**src/rtl/ctrl_pkg.sv**
```systemverilog
// Shared definitions for the ALU packet controller.
//   state_e     : controller FSM states
//   OP_*        : opcodes the streaming ALU understands
//   HDR_BYTES   : header length in bytes (opcode, reserved, len lo, len hi)
//   is_valid_op : true for opcodes the controller will forward to the ALU
package ctrl_pkg;

    typedef enum logic [3:0] {
        StIdle,
        StRsvd,
        StLenLo,
        StLenHi,
        StFeed,
        StAluReq,
        StCollect,
        StSend,
        StDrain
    } state_e;

    localparam logic [7:0] OP_PASS = 8'h01;
    localparam logic [7:0] OP_INC  = 8'h02;
    localparam logic [7:0] OP_NOT  = 8'h03;

    localparam int unsigned HDR_BYTES = 4;

    function automatic logic is_valid_op(input logic [7:0] op);
        return (op == OP_PASS) || (op == OP_INC) || (op == OP_NOT);
    endfunction

endpackage

```
**src/rtl/alu_pkt_hdr.sv**
```systemverilog
// Header capture for the ALU packet controller.
// Latches the opcode and the low length byte as they stream past, then
// combines the high length byte (presented live on rx_data_i) to produce the
// payload byte count and the header error decision.
//   clk_i, rst_ni   : clock, asynchronous active-low reset
//   op_load_i       : capture rx_data_i as the opcode
//   len_lo_load_i   : capture rx_data_i as the low length byte
//   rx_data_i       : RX byte; treated as the high length byte by the outputs
//   op_o            : captured opcode (held until the next packet)
//   rem_o           : payload bytes (len - header), saturated at 0
//   len_short_o     : len is smaller than the header itself
//   op_bad_o        : captured opcode is not one the ALU supports
module alu_pkt_hdr
    import ctrl_pkg::*;
#(
    parameter int unsigned LenW = 16
) (
    input  logic            clk_i,
    input  logic            rst_ni,
    input  logic            op_load_i,
    input  logic            len_lo_load_i,
    input  logic [7:0]      rx_data_i,
    output logic [7:0]      op_o,
    output logic [LenW-1:0] rem_o,
    output logic            len_short_o,
    output logic            op_bad_o
);

    logic [7:0]      op_q, op_d;
    logic [7:0]      len_lo_q, len_lo_d;
    logic [LenW-1:0] len;

    always_comb begin
        op_d     = op_load_i ? rx_data_i : op_q;
        len_lo_d = len_lo_load_i ? rx_data_i : len_lo_q;
    end

    always_ff @(posedge clk_i or negedge rst_ni) begin
        if (!rst_ni) begin
            op_q     <= 8'h00;
            len_lo_q <= 8'h00;
        end else begin
            op_q     <= op_d;
            len_lo_q <= len_lo_d;
        end
    end

    // Only meaningful while the high length byte is on rx_data_i.
    always_comb begin
        len         = LenW'({rx_data_i, len_lo_q});
        len_short_o = len < LenW'(HDR_BYTES);
        rem_o       = len_short_o ? '0 : len - LenW'(HDR_BYTES);
        op_bad_o    = !is_valid_op(op_q);
    end

    assign op_o = op_q;

endmodule

```
**src/rtl/alu_pkt_ctrl.sv**
```systemverilog
// Packet controller between a UART RX byte stream, an 8-bit streaming ALU and
// a UART TX byte stream. Parses a 4-byte header (opcode, reserved, len lo,
// len hi; len counts the whole packet), then pushes each payload byte through
// the ALU one at a time and forwards each result to TX. Malformed packets and
// ALU stalls raise a one-cycle err_o pulse; remaining bytes of a bad packet
// are drained so the RX framing stays aligned.
//   clk_i, rst_ni                    : clock, asynchronous active-low reset
//   rx_data_i, rx_valid_i, rx_ready_o : RX byte stream in
//   alu_op_o                         : opcode, stable for the whole packet
//   alu_data_o, alu_valid_o, alu_ready_i : operand stream to the ALU
//   alu_data_i, alu_valid_i, alu_ready_o : result stream from the ALU
//   tx_data_o, tx_valid_o, tx_ready_i : TX byte stream out
//   busy_o                           : packet in progress
//   err_o                            : one-cycle error pulse
module alu_pkt_ctrl
    import ctrl_pkg::*;
#(
    parameter int unsigned AluTimeout = 256,
    parameter int unsigned LenW       = 16
) (
    input  logic       clk_i,
    input  logic       rst_ni,
    input  logic [7:0] rx_data_i,
    input  logic       rx_valid_i,
    output logic       rx_ready_o,
    output logic [7:0] alu_op_o,
    output logic [7:0] alu_data_o,
    output logic       alu_valid_o,
    input  logic       alu_ready_i,
    input  logic [7:0] alu_data_i,
    input  logic       alu_valid_i,
    output logic       alu_ready_o,
    output logic [7:0] tx_data_o,
    output logic       tx_valid_o,
    input  logic       tx_ready_i,
    output logic       busy_o,
    output logic       err_o
);

    state_e          state_q, state_d;
    logic [LenW-1:0] rem_q, rem_d, rem_dec;
    logic [7:0]      hold_q, hold_d;
    logic [7:0]      result_q, result_d;
    logic [31:0]     wait_q, wait_d;
    logic            err_q, err_d;
    logic            armed_q, armed_d;

    logic            op_load, len_lo_load;
    logic [LenW-1:0] hdr_rem;
    logic            hdr_short, hdr_op_bad;
    logic            timeout_hit, abort;

    alu_pkt_hdr #(
        .LenW(LenW)
    ) u_hdr (
        .clk_i        (clk_i),
        .rst_ni       (rst_ni),
        .op_load_i    (op_load),
        .len_lo_load_i(len_lo_load),
        .rx_data_i    (rx_data_i),
        .op_o         (alu_op_o),
        .rem_o        (hdr_rem),
        .len_short_o  (hdr_short),
        .op_bad_o     (hdr_op_bad)
    );

    // rem never wraps below zero.
    assign rem_dec = (rem_q == '0) ? '0 : rem_q - LenW'(1);

    // Fires on the last allowed waiting cycle, so the error pulse appears
    // exactly AluTimeout cycles after entering ALU_REQ or COLLECT.
    assign timeout_hit = (AluTimeout != 0) && (wait_q == 32'(AluTimeout - 1));

    // Holds rx_ready_o low while in reset and for the first cycle after it,
    // so every ready output reads 0 at reset.
    assign armed_d = 1'b1;

    // ---------------------------------------------------------------------
    // State register
    // ---------------------------------------------------------------------
    always_ff @(posedge clk_i or negedge rst_ni) begin
        if (!rst_ni) begin
            state_q <= StIdle;
        end else begin
            state_q <= state_d;
        end
    end

    always_ff @(posedge clk_i or negedge rst_ni) begin
        if (!rst_ni) begin
            rem_q    <= '0;
            hold_q   <= 8'h00;
            result_q <= 8'h00;
            wait_q   <= '0;
            err_q    <= 1'b0;
            armed_q  <= 1'b0;
        end else begin
            rem_q    <= rem_d;
            hold_q   <= hold_d;
            result_q <= result_d;
            wait_q   <= wait_d;
            err_q    <= err_d;
            armed_q  <= armed_d;
        end
    end

    // ---------------------------------------------------------------------
    // Next-state and datapath
    // ---------------------------------------------------------------------
    always_comb begin
        state_d     = state_q;
        rem_d       = rem_q;
        hold_d      = hold_q;
        result_d    = result_q;
        wait_d      = wait_q;
        err_d       = 1'b0;
        op_load     = 1'b0;
        len_lo_load = 1'b0;
        abort       = 1'b0;

        unique case (state_q)
            StIdle: begin
                if (rx_valid_i && armed_q) begin
                    op_load = 1'b1;
                    state_d = StRsvd;
                end
            end
            StRsvd: begin
                if (rx_valid_i) begin
                    state_d = StLenLo;
                end
            end
            StLenLo: begin
                if (rx_valid_i) begin
                    len_lo_load = 1'b1;
                    state_d     = StLenHi;
                end
            end
            StLenHi: begin
                if (rx_valid_i) begin
                    rem_d = hdr_rem;
                    if (hdr_short) begin
                        err_d   = 1'b1;
                        state_d = StIdle;
                    end else if (hdr_op_bad) begin
                        // Unknown opcode: swallow the payload without the ALU.
                        err_d   = 1'b1;
                        state_d = (hdr_rem == '0) ? StIdle : StDrain;
                    end else if (hdr_rem == '0) begin
                        state_d = StIdle;
                    end else begin
                        state_d = StFeed;
                    end
                end
            end
            StFeed: begin
                if (rx_valid_i) begin
                    hold_d  = rx_data_i;
                    wait_d  = '0;
                    state_d = StAluReq;
                end
            end
            StAluReq: begin
                if (alu_ready_i) begin
                    wait_d  = '0;
                    state_d = StCollect;
                end else if (timeout_hit) begin
                    abort = 1'b1;
                end else begin
                    wait_d = wait_q + 32'd1;
                end
            end
            StCollect: begin
                if (alu_valid_i) begin
                    result_d = alu_data_i;
                    state_d  = StSend;
                end else if (timeout_hit) begin
                    abort = 1'b1;
                end else begin
                    wait_d = wait_q + 32'd1;
                end
            end
            StSend: begin
                if (tx_ready_i) begin
                    rem_d   = rem_dec;
                    state_d = (rem_dec == '0) ? StIdle : StFeed;
                end
            end
            StDrain: begin
                if (rx_valid_i) begin
                    rem_d   = rem_dec;
                    state_d = (rem_dec == '0) ? StIdle : StDrain;
                end
            end
            default: begin
                state_d = StIdle;
            end
        endcase

        // The byte stuck in the ALU counts as consumed; drain the rest.
        if (abort) begin
            err_d   = 1'b1;
            rem_d   = rem_dec;
            state_d = (rem_dec == '0) ? StIdle : StDrain;
        end
    end

    // ---------------------------------------------------------------------
    // Outputs, decoded from state only
    // ---------------------------------------------------------------------
    always_comb begin
        rx_ready_o  = 1'b0;
        alu_valid_o = 1'b0;
        alu_ready_o = 1'b0;
        tx_valid_o  = 1'b0;

        unique case (state_q)
            StIdle:    rx_ready_o  = armed_q;
            StRsvd:    rx_ready_o  = 1'b1;
            StLenLo:   rx_ready_o  = 1'b1;
            StLenHi:   rx_ready_o  = 1'b1;
            StFeed:    rx_ready_o  = 1'b1;
            StAluReq:  alu_valid_o = 1'b1;
            StCollect: alu_ready_o = 1'b1;
            StSend:    tx_valid_o  = 1'b1;
            StDrain:   rx_ready_o  = 1'b1;
            default:   rx_ready_o  = 1'b0;
        endcase

        busy_o     = (state_q != StIdle);
        alu_data_o = hold_q;
        tx_data_o  = result_q;
        err_o      = err_q;
    end

endmodule
```
**config.mk**
```make
export PLATFORM = sky130hd
export DESIGN_NAME = alu_pkt_ctrl
export DESIGN_NICKNAME = d
export VERILOG_FILES = /design/src/rtl/ctrl_pkg.sv /design/src/rtl/alu_pkt_hdr.sv /design/src/rtl/alu_pkt_ctrl.sv
export SDC_FILE = /design/constraint.sdc
export NUM_CORES = 1
export LEC_CHECK = 0
export ABC_CLOCK_PERIOD_IN_PS = 2700
export CAP_MARGIN = 20
export CORE_ASPECT_RATIO = 0.9
export CORE_MARGIN = 1
export CORE_UTILIZATION = 53
export DETAILED_ROUTE_END_ITERATION = 8
export PLACE_DENSITY = 0.76
export SLEW_MARGIN = 20
export SYNTH_ARGS = -nofsm -noshare
export SYNTH_HDL_FRONTEND = slang
export SYNTH_SLANG_ARGS = --single-unit
```
**constraint.sdc**
```tcl
create_clock -name clk_i -period 2.7 [get_ports clk_i]
set_input_delay 0.675 -clock clk_i [delete_from_list [all_inputs] [get_ports clk_i]]
set_output_delay 0.675 -clock clk_i [all_outputs]
set_load 0.01 [all_outputs]
```
==> qor_table.md <==
| Parameter | Value | Unit |
| --- | --- | --- |
| Detailed-placement wirelength estimate | 9.53 | mm |
| Gr usage total | 28.3 | % |
| Leading register cell type out of synthesis | dfrtp_1 | - |
| Critical Path Source Type | input port | - |
| Clock latency of the later-clocked register in the worst-skew pair | 370 | ps |
| Most used standard cell by instance count after synthesis | dfrtp_1 | - |
| Seq. cell area | 0.00216 | sq mm |
| Share of the synthesized area in the top cell type | 43.2 | % |
| Drt first pass iters | 8 | - |
| Cell type with the highest aggregate area in the netlist | dfrtp_1 | - |
| Areal power density over the cells | 986 | mW/mm^2 |
| Crit-path max cell delay | 420 | ps |
| Number of antenna violations at the first check in global routing | 0 | - |
| X dimension of the die | 104 | um |
| Share of the clock period used by the worst path after layout | 95.5 | % |
| Run status | complete, no violations | - |
| Data required time at the worst endpoint | 2960 | ps |
| Pin slew with the least headroom to its limit | 849 | ps |
| Number of inserted filler cells in the final layout | 711 | - |
| Critical path endpoint category | flop | - |
| Count of nets left with antenna violations after detail routing | 0 | - |
| Maximum fanout along the worst path | 3 | - |
| Max Cap Violations | 0 | - |
| Vias per Instance | 6.01 | - |
| Fin. max-slew vios | 0 | - |
| TritonCTS buffer count | 9 | - |
| Die outline area | 0.00978 | sq mm |
| Number of distinct standard cells referenced by the synthesized netlist | 69 | - |
| H-tree depth reported by CTS | 3 | - |
| Area of the multi-input gates | 0.00274 | sq mm |
| Diodes inserted | 0 | - |
| 1st-iter DRT viols | 302 | - |
| Final design instance area without fill | 0.00630 | sq mm |
| Mean routed wirelength per cell | 17.2 | um |
| Synthesized-area fraction occupied by xor and xnor cells | 5.98 | % |
| Mean area per synthesized cell | 9.42 | sq um |
| Total wirelength of the detailed-routed design | 13.0 | mm |
| Via total after detailed routing | 4543 | - |
| Leading cell types by count after synthesis | dfrtp_1 (86), nor2_1 (59), nand2_1 (41) | - |
| Number of hold buffers added after cts | 0 | - |
| Syn Inst Count | 528 | - |
| Worst-path clk slew | 110 | ps |
| Net count of the mapped netlist | 553 | - |
| Proportion of layout cells with a drive suffix above 1 | 22.6 | % |
| Bufs on Longest Clock Path | 2 | - |
| Clock period minus final worst setup slack | 2580 | ps |
| Highest clock frequency the design can meet | 0.388 | GHz |
| Leak Pwr | 2.66 | nW |
| Count of flip-flops with a built-in enable after synthesis | 0 | - |
| Placeable core area | 0.00913 | sq mm |
| Syn-to-layout area delta | 26.6 | % |
| Worst min-delay path category | input port to asynchronous set/reset pin | - |
| Maximum number of pins on one net before global-route repair | 55 | - |
| Most area-consuming cells after synthesis | dfrtp_1 (43%), mux2_2 (7.2%), xor2_1 (4.8%) | - |
| Largest family of logic cells by synthesized area | simple AND/OR/NAND/NOR gates | - |
| Nets@finish | 654 | - |
| Synthesized-area fraction occupied by adder cells | 0.754 | % |
| Count of endpoints failing setup in the final report | 0 | - |
| Wire length of the first global-routing pass | 22.0 | mm |
| Boundary Pins | 52 | - |
| Share of flip-flops with an asynchronous set or reset | 100 | % |
| Initial core utilization | 54.5 | % |
| Basic-gate share of the synthesized area counting and, or, nand and nor cells | 25.4 | % |
| Register bit total from synthesis | 86 | - |
| Multiplexer area fraction after synthesis | 8.55 | % |
| Input/output buffers | 51 | - |
| Family with the most delay on the worst path | compound AO/OA/AOI/OAI gates | - |
| Number of hold violations in the final report | 0 | - |
| Start-to-end type of the worst setup path | input port to flop | - |
| Number of global-route vias before repair | 4538 | - |
| Worst reg2reg setup slack | 230 | ps |
| Standard-cell rows | 33 | - |
| Share of the yosys chip area belonging to registers | 43.2 | % |
| Count of yosys warnings during synthesis | 0 | - |
| Library cell contributing the largest single delay on the critical path | clkdlybuf4s50_1 | - |
| Slew margin rel. | 42.9 | % |
| Share of the synthesized area in compound gates (AO/OA/AOI/OAI) | 13.3 | % |
| Final weighted congestion of routability-driven global placement | 0.918 | - |
| CTS tree | done | - |
| Sum of buffers and inverters on the critical path | 2 | - |
| Unrepaired setup endpoints after global routing | false | - |
| Overall overflow remaining after global route | 0 | - |
| Placed Area | 0.00597 | sq mm |
| Post-synthesis instance area | 0.00498 | sq mm |
| Clock root buffer | clkbuf_8 | - |
| DR DRC count | 0 | - |
| Die extent in y | 93.9 | um |
| Setup Skew | 15.9 | ps |
| Total chip power | 0.00621 | W |
| Worst vdd ir | 775 | uV |
| Crit-path cells | clkdlybuf4s50_1 > or3b_4 > buf_4 > nor2_4 > nand2_1 > mux2_4 > o41ai_2 > o21ai_1 > a32o_1 | - |
| WP data arrival | 2840 | ps |
| Total clock sinks | 86 | - |
[routing by layer]
metal	GRT usage [%]	vias to the layer above	wire [um]
met5	0	-	0
met4	9.52	0	167
met3	5.13	17	698
met2	44.1	156	5940
met1	39.8	2213	6180
li1	-	2157	-
[cell usage in the layout (no fill, tap or decap), types with 3 or more instances in the layout]
| cell type | netlist | final |
|---|---|---|
| a21oi_1 | 19 | 19 |
| a22o_1 | 3 | 3 |
| a31oi_1 | 8 | 8 |
| a41oi_1 | 3 | 3 |
| and3_1 | 5 | 5 |
| and4_1 | 6 | 6 |
| buf_12 | 0 | 3 |
| buf_4 | 2 | 58 |
| clkbuf_8 | 0 | 10 |
| clkdlybuf4s50_1 | 0 | 49 |
| dfrtp_1 | 86 | 83 |
| dfrtp_2 | 0 | 3 |
| ha_1 | 3 | 3 |
| inv_1 | 8 | 8 |
| mux2_2 | 32 | 32 |
| mux2i_1 | 5 | 5 |
| nand2_1 | 41 | 41 |
| nand2b_1 | 5 | 4 |
| nand3_1 | 18 | 18 |
| nand4_1 | 21 | 21 |
| nor2_1 | 59 | 57 |
| nor3_1 | 26 | 24 |
| nor3_2 | 5 | 6 |
| nor3b_1 | 4 | 4 |
| nor4_1 | 16 | 15 |
| o21a_1 | 3 | 3 |
| o21ai_0 | 17 | 17 |
| o21ai_1 | 21 | 21 |
| o31a_1 | 3 | 3 |
| or2_2 | 3 | 3 |
| or3_1 | 8 | 8 |
| xnor2_1 | 7 | 7 |
| xor2_1 | 27 | 27 |
[final cells by class]
class / count / share of cell area [%]
clock buffers: 10 / 2.19
clock inverters: 6 / 1.19
flip-flops and latches: 86 / 34.2
inverters: 9 / 0.536
multi-input cells: 412 / 43.6
well taps: 122 / 2.42
repair buffers: 111 / 15.9
[sequential cells by signal, indices dropped and copies added, names as in the netlist, 4 cells and up]
signal and cells:
u_hdr.op_o 8, rem_q 16, u_hdr.len_lo_q 8, wait_q 32
tx_data_o 8, alu_data_o 8, state_q 4
[report_power, final]
| part | total, W | switching (W) | internal, W |
|---|---|---|---|
| clock network | 0.000985 | 0.000516 | 0.000468 |
| logic | 0.00311 | 0.00156 | 0.00155 |
| registers | 0.00212 | 0.000427 | 0.00169 |
[worst register-to-register path, delay by kind of cell (launching register included)]
| kind | cells | cell delay, ps |
|---|---|---|
| simple gates | 4 | 1160 |
| flops | 1 | 430 |
| compound gates | 3 | 570 |
| buf+inv | 1 | 200 |
[cell families after synthesis]
logic type | after synthesis
multiplexers | 38
buffers and inverters | 30
XOR/XNOR | 34
AND/OR/NAND/NOR | 234
adder cells (fa/ha/maj) | 3
flip-flops | 86
AO/OA/AOI/OAI | 102
other | 1
[path summary, 6_finish.rpt]
kind | from | endpoint | depth (start not counted)
max in group asynchronous | rst_ni | state_q[0] | 2
min in group clk_i | tx_data_o[4] | tx_data_o[4] | 1
worst max register to register | wait_q[25] | rem_q[11] | 8
worst min-delay path | rst_ni | rem_q[7] | 1
worst min register to register | tx_data_o[4] | tx_data_o[4] | 1
worst max-delay path | rx_data_i[0] | state_q[2] | 9
[timing repair]
item / CTS / global route
setup endpoints to repair: 3 / 5
setup buffers: 5 / 1
pin swaps: 0 / 2
resized for setup: 5 / 9
[per-stage QoR]
stage	hold WS [ps]	setup WS, ps	cells	utilization [%]	setup TNS (ps)
6_report	244	122	756	69.0	0
2_1_floorplan	379	152	528	-	0
5_1_grt	275	2.58	756	69.0	0
3_5_place_dp	495	-374	734	65.4	-957
4_1_cts	263	13.6	755	68.4	0
3_3_place_gp	487	-313	734	65.4	-642
Note: power is estimated with default switching activity, not from simulation.
